--- src/rtl/adc_touch_responder_if.sv ---
// rtl/adc_touch_responder_if.sv - serial ADC link between touch controller and ADC responder
interface adc_touch_responder_if;
  logic adc_cs_n;
  logic adc_dclk;
  logic adc_din;
  logic adc_dout;
  logic adc_busy;

  modport master (
    output adc_cs_n, adc_dclk, adc_din,
    input  adc_dout, adc_busy
  );

  modport slave (
    input  adc_cs_n, adc_dclk, adc_din,
    output adc_dout, adc_busy
  );
endinterface

--- src/rtl/adc_touch_responder.sv ---
// rtl/adc_touch_responder.sv - serial-ADC stand-in returning 12-bit X/Y samples
// Optional conversion counter enabled by defining ADC_RESP_CNT_EN.
module adc_touch_responder #(
  parameter int         CMD_BITS    = 8,
  parameter int         DATA_BITS   = 12,
  parameter logic [2:0] CH_X        = 3'b001,
  parameter logic [2:0] CH_Y        = 3'b101,
  parameter int         SYNC_STAGES = 2
) (
  input  logic                 clk,
  input  logic                 rst_n,
  adc_touch_responder_if.slave bus,
  input  logic [DATA_BITS-1:0] x_value,
  input  logic [DATA_BITS-1:0] y_value,
  output logic                 cmd_err,
  output logic [7:0]           conv_count
);

  localparam logic [3:0] CMD_LAST  = 4'(CMD_BITS - 1);
  localparam logic [3:0] DATA_LAST = 4'(DATA_BITS);

  typedef enum logic [2:0] {
    IDLE       = 3'd0,
    WAIT_START = 3'd1,
    CMD        = 3'd2,
    BUSY       = 3'd3,
    DATA       = 3'd4
  } state_t;

  logic [SYNC_STAGES-1:0] cs_sync;
  logic [SYNC_STAGES-1:0] dclk_sync;
  logic [SYNC_STAGES-1:0] din_sync;
  logic                   dclk_q;
  logic                   cs_s;
  logic                   dclk_s;
  logic                   din_s;
  logic                   rise;
  logic                   fall;

  state_t                 state, state_n;
  logic [CMD_BITS-3:0]    cmd_sr, cmd_n;
  logic [3:0]             bit_cnt, cnt_n;
  logic [DATA_BITS-1:0]   snap, snap_n;
  logic                   dout_q, dout_n;
  logic                   busy_q, busy_n;
  logic                   err_n;
  logic                   done;
  logic [2:0]             chan;

  always_ff @(posedge clk or negedge rst_n) begin
    if (!rst_n) begin
      cs_sync   <= '1;
      dclk_sync <= '1;
      din_sync  <= '0;
      dclk_q    <= 1'b1;
    end else begin
      cs_sync   <= {cs_sync[SYNC_STAGES-2:0], bus.adc_cs_n};
      dclk_sync <= {dclk_sync[SYNC_STAGES-2:0], bus.adc_dclk};
      din_sync  <= {din_sync[SYNC_STAGES-2:0], bus.adc_din};
      dclk_q    <= dclk_sync[SYNC_STAGES-1];
    end
  end

  assign cs_s   = cs_sync[SYNC_STAGES-1];
  assign dclk_s = dclk_sync[SYNC_STAGES-1];
  assign din_s  = din_sync[SYNC_STAGES-1];
  assign rise   = dclk_s & ~dclk_q;
  assign fall   = ~dclk_s & dclk_q;

  // The start bit is not stored, so after 7 rises the register holds bits 6..1.
  assign chan = cmd_sr[CMD_BITS-3 -: 3];

  always_ff @(posedge clk or negedge rst_n) begin
    if (!rst_n) begin
      state   <= IDLE;
      cmd_sr  <= '0;
      bit_cnt <= '0;
      snap    <= '0;
      dout_q  <= 1'b0;
      busy_q  <= 1'b0;
      cmd_err <= 1'b0;
    end else begin
      state   <= state_n;
      cmd_sr  <= cmd_n;
      bit_cnt <= cnt_n;
      snap    <= snap_n;
      dout_q  <= dout_n;
      busy_q  <= busy_n;
      cmd_err <= err_n;
    end
  end

  always_comb begin
    state_n = state;
    cmd_n   = cmd_sr;
    cnt_n   = bit_cnt;
    snap_n  = snap;
    dout_n  = dout_q;
    busy_n  = busy_q;
    err_n   = 1'b0;
    done    = 1'b0;
    if (cs_s) begin
      state_n = IDLE;
      cmd_n   = '0;
      cnt_n   = '0;
      dout_n  = 1'b0;
      busy_n  = 1'b0;
    end else begin
      case (state)
        IDLE: state_n = WAIT_START;
        WAIT_START: begin
          if (rise && din_s) begin
            cmd_n   = '0;
            cnt_n   = 4'd1;
            state_n = CMD;
          end
        end
        CMD: begin
          if (rise) begin
            cmd_n = {cmd_sr[CMD_BITS-4:0], din_s};
            cnt_n = bit_cnt + 4'd1;
            if (bit_cnt == CMD_LAST) begin
              cnt_n   = '0;
              busy_n  = 1'b1;
              state_n = BUSY;
              if (chan == CH_X) begin
                snap_n = x_value;
              end else if (chan == CH_Y) begin
                snap_n = y_value;
              end else begin
                snap_n = '0;
                err_n  = 1'b1;
              end
            end
          end
        end
        BUSY: begin
          if (fall) begin
            busy_n  = 1'b0;
            dout_n  = snap[DATA_BITS-1];
            snap_n  = snap << 1;
            cnt_n   = 4'd1;
            state_n = DATA;
          end
        end
        DATA: begin
          if (fall) begin
            if (bit_cnt == DATA_LAST) begin
              dout_n  = 1'b0;
              cnt_n   = '0;
              done    = 1'b1;
              state_n = WAIT_START;
            end else begin
              dout_n = snap[DATA_BITS-1];
              snap_n = snap << 1;
              cnt_n  = bit_cnt + 4'd1;
            end
          end
        end
        default: state_n = IDLE;
      endcase
    end
  end

  assign bus.adc_dout = dout_q;
  assign bus.adc_busy = busy_q;

`ifdef ADC_RESP_CNT_EN
  logic [7:0] cnt_q;

  always_ff @(posedge clk or negedge rst_n) begin
    if (!rst_n) begin
      cnt_q <= 8'h00;
    end else if (done) begin
      cnt_q <= cnt_q + 8'd1;
    end
  end

  assign conv_count = cnt_q;
`else
  logic unused_done;

  assign unused_done = done;
  assign conv_count  = 8'h00;
`endif

endmodule
--- src/flat_wrapper.sv ---
// flat-port wrapper written by rule: the top's interface ports become plain ports
module adc_touch_responder_flat 
#(
  parameter int         CMD_BITS    = 8,
  parameter int         DATA_BITS   = 12,
  parameter logic [2:0] CH_X        = 3'b001,
  parameter logic [2:0] CH_Y        = 3'b101,
  parameter int         SYNC_STAGES = 2
)
  (clk, rst_n, x_value, y_value, cmd_err, conv_count, bus_adc_cs_n, bus_adc_dclk, bus_adc_din, bus_adc_dout, bus_adc_busy);
  adc_touch_responder_if bus_i ();
  input  logic clk;
  input  logic rst_n;
  input  logic [DATA_BITS-1:0] x_value;
  input  logic [DATA_BITS-1:0] y_value;
  output logic cmd_err;
  output logic [7:0] conv_count;
  input wire logic [$bits(bus_i.adc_cs_n)-1:0] bus_adc_cs_n;
  input wire logic [$bits(bus_i.adc_dclk)-1:0] bus_adc_dclk;
  input wire logic [$bits(bus_i.adc_din)-1:0] bus_adc_din;
  output wire logic [$bits(bus_i.adc_dout)-1:0] bus_adc_dout;
  output wire logic [$bits(bus_i.adc_busy)-1:0] bus_adc_busy;
  assign bus_i.adc_cs_n = bus_adc_cs_n;
  assign bus_i.adc_dclk = bus_adc_dclk;
  assign bus_i.adc_din = bus_adc_din;
  assign bus_adc_dout = bus_i.adc_dout;
  assign bus_adc_busy = bus_i.adc_busy;
  adc_touch_responder #(.CMD_BITS(CMD_BITS), .DATA_BITS(DATA_BITS), .CH_X(CH_X), .CH_Y(CH_Y), .SYNC_STAGES(SYNC_STAGES)) u_core (.clk(clk), .rst_n(rst_n), .bus(bus_i), .x_value(x_value), .y_value(y_value), .cmd_err(cmd_err), .conv_count(conv_count));
endmodule
--- config.mk ---
export PLATFORM = sky130hd
export DESIGN_NAME = adc_touch_responder_flat
export DESIGN_NICKNAME = d
export VERILOG_FILES = /design/src/rtl/adc_touch_responder_if.sv /design/src/rtl/adc_touch_responder.sv /design/src/flat_wrapper.sv
export SDC_FILE = /design/constraint.sdc
export NUM_CORES = 1
export LEC_CHECK = 0
export CORE_MARGIN = 1.5
export CORE_UTILIZATION = 57
export CTS_BUF_LIST = sky130_fd_sc_hd__clkbuf_2 sky130_fd_sc_hd__clkbuf_4 sky130_fd_sc_hd__clkbuf_8
export CTS_CLUSTER_DIAMETER = 50
export DETAILED_ROUTE_END_ITERATION = 6
export GPL_TIMING_DRIVEN = 0
export PLACE_DENSITY_LB_ADDON = 0.05
export RECOVER_POWER = 25
export SYNTH_ARGS = -nofsm -noshare
export SYNTH_HDL_FRONTEND = slang
export SYNTH_SLANG_ARGS = --single-unit
--- constraint.sdc ---
create_clock -name clk -period 4.6 [get_ports clk]
set_input_delay 0.92 -clock clk [delete_from_list [all_inputs] [get_ports clk]]
set_output_delay 0.92 -clock clk [all_outputs]
set_load 0.1 [all_outputs]
# Word-level counts from Yosys, hierarchy flattened
# Index checks and enable logic that the tools add are counted.
# classes
reduce_logical,13
n_addsub,1
bitwise_logic,5
eq_ne,19
n_mux,44
# ops
op,count
12-bit 2-to-1 mux,7
12-bit case mux with 3 select lines,1
4-bit 2-to-1 mux,7
3-bit 2-to-1 mux,7
6-bit 2-to-1 mux,3
3-bit by 1-bit != test with 1-bit output (second input constant),6
4-bit case mux with 4 select lines,1
3-bit case mux with 5 select lines,1
1-bit 2-to-1 mux,14
6-bit case mux with 2 select lines,1
3-bit nonzero test,4
2-bit by 1-bit != test with 1-bit output (second input constant),4
7-bit AND reduction,1
3-bit by 1-bit == test with 1-bit output (second input constant),2
3-bit by 2-bit == test with 1-bit output (second input constant),2
3-bit == test (second input constant),2
3-bit AND reduction,2
6-bit AND reduction,1
5-bit AND reduction,1
5-bit nonzero test,1
4-bit by 1-bit adder with 4-bit output (second input constant),1
4-bit by 3-bit == test with 1-bit output (second input constant),1
4-bit == test (second input constant),1
1-bit case mux with 2 select lines,2
6 further kinds,9
# totals
out_inout_bits,11
ff_bits,35
elab_cells,93
input_bits,29

# Logic depth before layout (Yosys ltp)
# Gate-level depths: netlist of run 1.
# depth
ltp_word,7
ltp_mapped,8
depth_no_buf,7

# Worst setup path after synthesis of run 1
# OpenSTA, ideal clock, no wires.
# synth_timing
path_kind,flip-flop to output port
startpoint,register u_core.busy_q (netlist: u_core.bus.adc_busy)
endpoint,output port bus_adc_busy
t_arrival_ps,908
setup_slack_ps,2772
n_path_buf,0
stages_incl_launch_ff,1
t_required_ps,3680
path_cell_list,dfrtp_1
# synth_rtl
element,line,source
"start, declared",adc_touch_responder.sv:45,"logic busy_q, busy_n;"
"start signal, assigned",adc_touch_responder.sv:88,busy_q <= busy_n;
"end, declared",flat_wrapper.sv:22,output wire logic [$bits(bus_i.adc_busy)-1:0] bus_adc_busy;
# No word-level cell between the ends.

# Final worst setup path of run 1
# layout_timing
startpoint,register u_core.busy_q (netlist: u_core.bus.adc_busy)
endpoint,output port bus_adc_busy
# No word-level cell between the ends.

==> results.md, run 1 <==
* Total routed wirelength at 3.84 mm
* Critical Path Max Stage Delay at 1140 ps
* Compound-Gate Fraction of Synth Area at 0.193
* Crit share post-route at 0.609
* Crit path cell chain: clkdlybuf4s50_1
* Area Growth Syn to Fin at 22.8%
* Port Buf Inserts at 31
* Status: finished with violations
* Max-cap viol count at 1
* Post-synthesis adder-cell area fraction at 0.0127
* Clk_lat worst skew at 350 ps
* Post-route ant nets at 0
* Drc violations at 0
* First-pass GRT wire length at 6.15 mm
* H-tree Lvls at 2
* Layout Nets at 284
* Grt ovf at 0
* EDFF count, synth at 0
* Busiest layer in global routing: met2
* Clock Sinks at 35
* Vias post-DR at 1599
* N_diodes at 0
* Post-CTS Setup Inserts at 0
* Cells after Synth at 208
* Leak at 0.983 nW
* Detailed Place HPWL at 2.74 mm
* Placed instance area at 2360 µm²
* Main area contributors after synthesis: dfrtp_1 38%, dfstp_2 6.7%, mux2i_1 6.6%, nand2_1 5.2%, buf_4 5.0%
* Initial Util at 0.594
* Failing checks: max-capacitance violations, max-slew violations
* GPL Wtd Cong at 0.883
* Max-slew headroom at -0.204
* Main combinational cell family by area after synthesis: simple AND/OR/NAND/NOR gates
* Placement Rows at 21
* Layout Cells excl Fill at 300
* Total GRT Usage at 0.223
* Worst vdd rail ir drop at 0.000193 V
* Crit Path Category: reg2out
* Clk root buf: clkbuf_4
* Die area at 3810 µm²
* CP arrival at 1880 ps
* Crit-path max FO at 3
* Final setup fails at 0
* Setup TNS at 0 ps
* Critical-path top delay cell: clkdlybuf4s50_1
* Yosys warnings at 0
* Synth cell count leaders: 30 x dfrtp_1, 27 x nand2_1, 18 x a21oi_1, 18 x o21ai_1
* RSZ-0062 raised after global routing: no
* Worst Path Required at 3680 ps
* Max-slew violations at 36
* Antenna violations before repair at 0
* Yosys reg bits at 35
* CTS tree: yes
* Met2 Use GR at 0.338
* Seq/Total Area, Yosys at 0.448
* Top FF cell, synth: dfrtp_1
* Fmax at 0.357 GHz
* GRT met1 Usage at 0.307
* Async SR Flop Fraction at 1.00
* Via count of the first global-routing pass at 1409
* Leading cell type by number of instances after synthesis: dfrtp_1
* Post-synthesis mux area share at 0.0662
* Final hold vios at 0
* Post-synthesis simple-gate area fraction at 0.194
* Cell family with most CP delay: buffers and inverters
* Via density per instance at 5.33
* Power per cell area at 288 nW/µm²
* Avg Synthesized Cell Area at 9.46 µm²
* Tmin final at 2800 ps
* Post-route cell area at 2410 µm²
* Post-Syn Area at 1970 µm²
* Synth top area share at 0.382
* CP Launch Type: flop
* Setup Skew at 15.7 ps
* Largest net degree at the start of global routing at 36
* Drt initial violations at 50
* Grt met3 use at 0.0518
* Wirelength per Cell at 12.8 µm
* CTS Buffer Depth at 2
* Hold_buf cts at 0
* Worst Path Buf+Inv at 1
* Clock-pin slew on the worst setup and hold paths at 110 ps
* Synth Area in XOR/XNOR at 0
* Layout cell share with drive strength beyond 1 at 0.154
* I/O pins at 40
* Die H at 61.7 µm
* CTS resizes at 0
* Core area at 3310 µm²
* Setup crit end kind: output pin
* Placed insts at 292
* Die Width at 61.7 µm
* Hold Path Class: reg2reg
* CTS buffer count at 5
* Yosys top cell by area: dfrtp_1
* Post-synthesis cell type count at 47
* Worst Tran Pin Value at 1810 ps
* First-pass detailed-route iteration total at 4
## area by class of cell
| type | instances | area (µm²) |
|---|---|---|
| clock buffers | 7 | 58.8 |
| inverters | 5 | 18.8 |
| clock inverters | 1 | 5.00 |
| fillers | 252 | 896 |
| repair buffers | 31 | 304 |
| flip-flops and latches | 35 | 882 |
| plain buffers | 21 | 143 |
| well taps | 46 | 57.6 |
| multi-input cells | 154 | 946 |
## layout by cell type, fill, tap and decap left out, types with 3 or more instances in the layout
| cell | instances |
|---|---|
| nand3_1 | 3 |
| o21ai_0 | 4 |
| clkbuf_1 | 5 |
| buf_4 | 12 |
| conb_1 | 8 |
| nand2_1 | 27 |
| inv_1 | 5 |
| o21ai_1 | 18 |
| dlygate4sd3_1 | 3 |
| mux2i_1 | 13 |
| a21oi_1 | 18 |
| nor3_1 | 12 |
| clkbuf_4 | 6 |
| buf_2 | 3 |
| dfstp_2 | 4 |
| nor2_1 | 8 |
| dfrtp_1 | 30 |
| clkdlybuf4s50_1 | 27 |
| nand2b_1 | 6 |
## kinds of logic after synthesis
group | after synthesis
compound gates | 58
fa+ha+maj | 2
buf+inv | 26
flops | 35
mux | 13
other cells | 1
simple gates | 73
## final timing paths
check | start | to | slack, ps | cells past startpoint
max | u_core.bus.adc_busy$_DFFE_PN0P_ | bus_adc_busy | 1800 | 1
min | u_core.din_sync[0]$_DFF_PN0_ | u_core.din_sync[1]$_DFF_PN0_ | 360 | 0
max reg2reg | u_core.state[0]$_DFFE_PN0P_ | u_core.snap[8]$_DFFE_PN0P_ | 2770 | 6
min reg2reg | u_core.din_sync[0]$_DFF_PN0_ | u_core.din_sync[1]$_DFF_PN0_ | 360 | 0
max in group asynchronous | rst_n | u_core.snap[5]$_DFFE_PN0P_ | 2510 | 1
min in group asynchronous | rst_n | u_core.bit_cnt[2]$_DFFE_PN0P_ | 1050 | 1
## where the power goes
part	switching (mW)	internal (mW)	total [mW]
Clock	0.101	0.0799	0.181
Sequential	0.0237	0.349	0.373
Combinational	0.0824	0.0591	0.141
Total	0.207	0.488	0.695
## registers in the layout, summed over array words and instances, names as in the netlist
register,count
u_core.state,3
u_core.cs_sync,2
u_core.dclk_q,1
u_core.dclk_sync,2
u_core.cmd_sr,6
u_core.cmd_err,1
u_core.bus.adc_busy,1
u_core.din_sync,2
u_core.bus.adc_dout,1
u_core.snap,12
u_core.bit_cnt,4
## layer usage
metal  share of wire  vias up
met5               0        -
li1                -      805
met4           0.019        0
met3           0.054        8
met1            0.47      740
met2            0.46       46
## stage by stage
step	setup WS [ps]	total power, mW	hold WS (ps)	utilization
floorplan	2770	0.473	331	-
global placement	1910	0.516	337	0.713
global route	1730	0.732	368	0.729
finish	1800	0.695	357	0.729
detailed placement	2190	0.521	340	0.712
CTS	1790	0.701	361	0.731
No activity file was read; power rests on OpenSTA's default activity.
==> run 2, diff against run 1 <==
CORE_UTILIZATION = 48   (was 57)
clock period = 2.5 ns   (was 4.6 ns; I/O delays follow)
==> run 2 against run 1 <==
Compared with the run above: the run still ends with max-capacitance violations, max-slew violations left; cell area up 3.4%; total power up 120%; setup slack worse by 1600 ps; critical path type unchanged; largest power group unchanged.
==> results.md, run 2 (synthesis gave the netlist of run 1 again) <==
* Regs by FF count: u_core.snap: 12 flops, u_core.cmd_sr: 6 flops, u_core.bit_cnt: 4 flops
* CP Launch Type: flop
* Clk_lat worst skew at 280 ps
* Die H at 67.0 µm
* Commonest non-fill, non-tap cell in the layout: dfrtp_1
* Post-CTS Setup Inserts at 0
* Layout Cells excl Fill at 304
* Critical-path top delay cell: clkdlybuf4s50_1
* Cell family with most CP delay: buffers and inverters
* Via density per instance at 5.24
* Max-slew violations at 36
* Worst vdd rail ir drop at 0.000454 V
* Die area at 4490 µm²
* Layout cell share with drive strength beyond 1 at 0.157
* Initial Util at 0.495
* First-pass detailed-route iteration total at 4
* Setup crit end kind: output pin
* Crit-path max FO at 3
* Utilization after layout at 0.629
* Placed insts at 296
* Crit path cell chain: clkdlybuf4s50_1
* First-pass GRT wire length at 6.88 mm
* Critical Path Max Stage Delay at 1150 ps
* Failing checks: max-capacitance violations, max-slew violations
* I/O pins at 40
* Setup Skew at 4.72 ps
* Final setup fails at 0
* Leak at 1.02 nW
* Power per cell area at 624 nW/µm²
* Die Width at 67.0 µm
* Worst Path Required at 2000 ps
* Crit share post-route at 0.927
* CTS tree: yes
* Max-cap viol count at 1
* Clock-pin slew on the worst setup and hold paths at 70 ps
* Post-route ant nets at 0
* Total routed wirelength at 3.98 mm
* Area Growth Syn to Fin at 26.9%
* CTS resizes at 0
* Max-slew headroom at -0.240
* Total GRT Usage at 0.205
* Setup ws final at 182 ps
* P_sw at 0.397 mW
* Worst Path Buf+Inv at 1
* H-tree Lvls at 2
* Sw Ratio at 0.255
* Logic pwr share at 0.168
* CP arrival at 1820 ps
* Clk root buf: clkbuf_8
* Port Buf Inserts at 31
* Hold Path Class: reg2reg
* Setup TNS at 0 ps
* Most flop-heavy register: u_core.snap
* Placement Rows at 23
* Layout Nets at 284
* N_diodes at 0
* Via count of the first global-routing pass at 1509
* Most frequent cells in the layout: 30 x dfrtp_1, 27 x nand2_1, 27 x clkdlybuf4s50_1
* Drc violations at 0
* Wirelength per Cell at 13.1 µm
* Drt initial violations at 71
* Worst slack, placed at 502 ps
* Vias post-DR at 1594
* Status: finished with violations
* Core area at 3970 µm²
* Largest register FFs at 12
* Crit Path Category: reg2out
* CTS Buffer Depth at 2
* GPL Wtd Cong at 0.814
* Hold_buf cts at 0
* Worst hold margin at 355 ps
* Fillers at 347
* Internal power at 1.16 mW
* Seq pwr share at 0.439
* Detailed Place HPWL at 2.83 mm
* Worst Tran Pin Value at 1860 ps
* RSZ-0062 raised after global routing: no
* Fmax at 0.431 GHz
* Tmin final at 2320 ps
* Clock Sinks at 35
* Grt ovf at 0
* Final hold vios at 0
* Largest net degree at the start of global routing at 36
* CTS buffer count at 5
* Clock power frac at 0.393
* Antenna violations before repair at 0
-- run 2: power by group through the flow --
stage | sequential (mW) | clock (mW) | combinational (mW)
after floorplan | 0.685 | 0 | 0.185
after detailed placement | 0.697 | 0 | 0.263
after global routing | 0.697 | 0.657 | 0.289
after global placement | 0.694 | 0 | 0.259
after CTS | 0.685 | 0.627 | 0.264
final | 0.685 | 0.612 | 0.262
-- run 2: area by class of cell --
cell class,count,area [µm²],share of cell area
plain buffers,21,146,0.0586
inverters,5,18.8,0.00752
clock buffers,6,76.3,0.0306
clock inverters,2,60.1,0.0241
repair buffers,31,304,0.122
multi-input cells,154,946,0.379
well taps,50,62.6,0.0251
flip-flops and latches,35,882,0.353
-- run 2: per-layer routing --
layer,GRT usage,wire [µm],vias up
li1,-,-,807
met1,0.280,1920,747
met3,0.0507,171,6
met4,0.0740,55,0
met2,0.313,1840,34
met5,0,0,-
-- run 2: per-stage QoR --
stage	power [mW]	instance area, µm²
after global placement	0.953	2370
after detailed placement	0.960	2360
after global routing	1.64	2500
after floorplan	0.870	1990
after CTS	1.58	2500
final	1.56	2500
-- run 2: worst paths after layout --
| kind | startpoint | end | slack [ps] | cells after the start |
|---|---|---|---|---|
| min reg2reg | u_core.din_sync[0]$_DFF_PN0_ | u_core.din_sync[1]$_DFF_PN0_ | 360 | 0 |
| max reg2reg | u_core.dclk_q$_DFF_PN1_ | u_core.snap[0]$_DFFE_PN0P_ | 710 | 6 |
| max | u_core.bus.adc_busy$_DFFE_PN0P_ | bus_adc_busy | 180 | 1 |
| max in group asynchronous | rst_n | u_core.snap[7]$_DFFE_PN0P_ | 710 | 1 |
| min in group asynchronous | rst_n | u_core.bit_cnt[2]$_DFFE_PN0P_ | 720 | 1 |
| min | u_core.din_sync[0]$_DFF_PN0_ | u_core.din_sync[1]$_DFF_PN0_ | 360 | 0 |
==> run 3, diff against run 2 <==
SLEW_MARGIN = 20   (was default)
==> run 3 against run 2 <==
Compared with the run above: the run now ends clean; combinational power barely moved; via count is 0.69% higher; flip-flop and latch count is the same; worst hold slack worse by 93 ps; critical path type unchanged; critical endpoint unchanged; largest power group unchanged.
==> results.md, run 3 (synthesis gave the netlist of run 1 again) <==
* Status: completed
* Largest net degree at the start of global routing at 22
* Clock Sinks at 35
* First-pass GRT wire length at 6.72 mm
* Placed insts at 297
* Setup crit end kind: output pin
* Detailed Place HPWL at 2.92 mm
* Wirelength per Cell at 12.9 µm
* Fillers at 350
* Die Width at 67.0 µm
* Most frequent cells in the layout: 30 x clkdlybuf4s50_1, 30 x dfrtp_1, 27 x nand2_1
* Worst r2r src: u_core.dclk_q$_DFF_PN1_
* Hold_buf cts at 0
* Total routed wirelength at 3.94 mm
* Die area at 4490 µm²
* First-pass detailed-route iteration total at 4
* Final setup fails at 0
* Leak at 0.998 nW
* CTS Buffer Depth at 2
* Placement Rows at 23
* Crit share post-route at 0.930
* Final hold vios at 0
* CTS buffer count at 5
* Vias post-DR at 1605
* Core area at 3970 µm²
* CP Launch Type: flop
* Post-route ant nets at 0
* Layout Cells excl Fill at 305
* Via count of the first global-routing pass at 1484
* Layout cell share with drive strength beyond 1 at 0.161
* N_diodes at 0
* Worst Path Buf+Inv at 1
* RSZ-0062 raised after global routing: no
* Initial Util at 0.495
* Setup TNS at 0 ps
* Critical path startpoint: u_core.bus.adc_busy$_DFFE_PN0P_
* Worst Path Required at 2000 ps
* I/O pins at 40
* Total GRT Usage at 0.203
* Clk root buf: clkbuf_8
* Crit path cell chain: clkdlybuf4s50_1
* CP arrival at 1830 ps
* Power per cell area at 557 nW/µm²
* Antenna violations before repair at 0
* Critical Path Max Stage Delay at 1150 ps
* Grt ovf at 0
* Layout Nets at 285
* Crit Path Category: reg2out
* Tmin final at 2330 ps
* Hold Path Class: in2async
* Worst vdd rail ir drop at 0.000376 V
* Regs by FF count: u_core.snap: 12 flops, u_core.cmd_sr: 6 flops, u_core.bit_cnt: 4 flops
* Fmax at 0.430 GHz
* Clk_lat worst skew at 290 ps
* Post-CTS Setup Inserts at 0
* Clock-pin slew on the worst setup and hold paths at 70 ps
* CTS resizes at 0
* Critical-path top delay cell: clkdlybuf4s50_1
* Drt initial violations at 72
* Max-slew headroom at 0.267
* Cell family with most CP delay: buffers and inverters
* Setup Skew at 6.98 ps
* CTS tree: yes
* Most flop-heavy register: u_core.snap
* Port Buf Inserts at 31
* Max-slew violations at 0
* GPL Wtd Cong at 0.814
* Die H at 67.0 µm
* Via density per instance at 5.26
* Largest register FFs at 12
* Crit-path max FO at 3
* Max-cap viol count at 0
* Worst Tran Pin Value at 1100 ps
* H-tree Lvls at 2
* Drc violations at 0
* Area Growth Syn to Fin at 24.7%
-- run 3: cell count changes in the layout (fill, tap and decap cells not counted), sizes merged --
cell           delta
clkdlybuf4s50     +3
dlygate4sd3       -3
bufinv            -2
clkbuf            +2
clkinv            +1
-- run 3: final timing paths --
path / endpoint / slack (ps) / depth (start not counted)
setup / recovery: bus_adc_busy / 170 / 1
hold / removal: u_core.bit_cnt[0]$_DFFE_PN0P_ / 260 / 1
setup reg to reg: u_core.snap[0]$_DFFE_PN0P_ / 700 / 6
hold reg to reg: u_core.din_sync[1]$_DFF_PN0_ / 350 / 0
max in group asynchronous: u_core.cmd_err$_DFF_PN0_ / 770 / 2
min in group clk: u_core.din_sync[1]$_DFF_PN0_ / 350 / 0
-- run 3: layout make-up --
type	instances	area, µm²	area share
clock inverters	1	5.00	0.00204
well taps	50	62.6	0.0255
inverters	5	18.8	0.00765
multi-input cells	154	946	0.386
plain buffers	21	146	0.0597
clock buffers	7	83.8	0.0342
flip-flops and latches	35	882	0.360
repair buffers	32	308	0.126
-- run 3: routing by layer --
metal  vias up  routed length, µm  track usage
li1        812                  -            -
met1       739               1860        0.274
met2        47               1790        0.307
met3         7                225       0.0625
met4         0                 63       0.0689
met5         -                  0            0
-- run 3: per-stage QoR --
step | area [µm²] | hold WS, ps | setup slack [ps] | power [mW] | utilization
after floorplan | 1990 | 204 | 950 | 0.870 | -
after global placement | 2370 | 332 | 139 | 0.953 | 0.596
after detailed placement | 2390 | 346 | 503 | 0.965 | 0.601
after CTS | 2480 | 134 | 174 | 1.38 | 0.624
after global routing | 2450 | 330 | 140 | 1.44 | 0.618
final | 2450 | 263 | 175 | 1.37 | 0.618
-- run 3: power breakdown --
| group | total [mW] | switching (mW) | internal, mW |
|---|---|---|---|
| combinational | 0.262 | 0.151 | 0.111 |
| sequential | 0.686 | 0.0433 | 0.643 |
| clock | 0.417 | 0.200 | 0.217 |
| total | 1.37 | 0.394 | 0.971 |
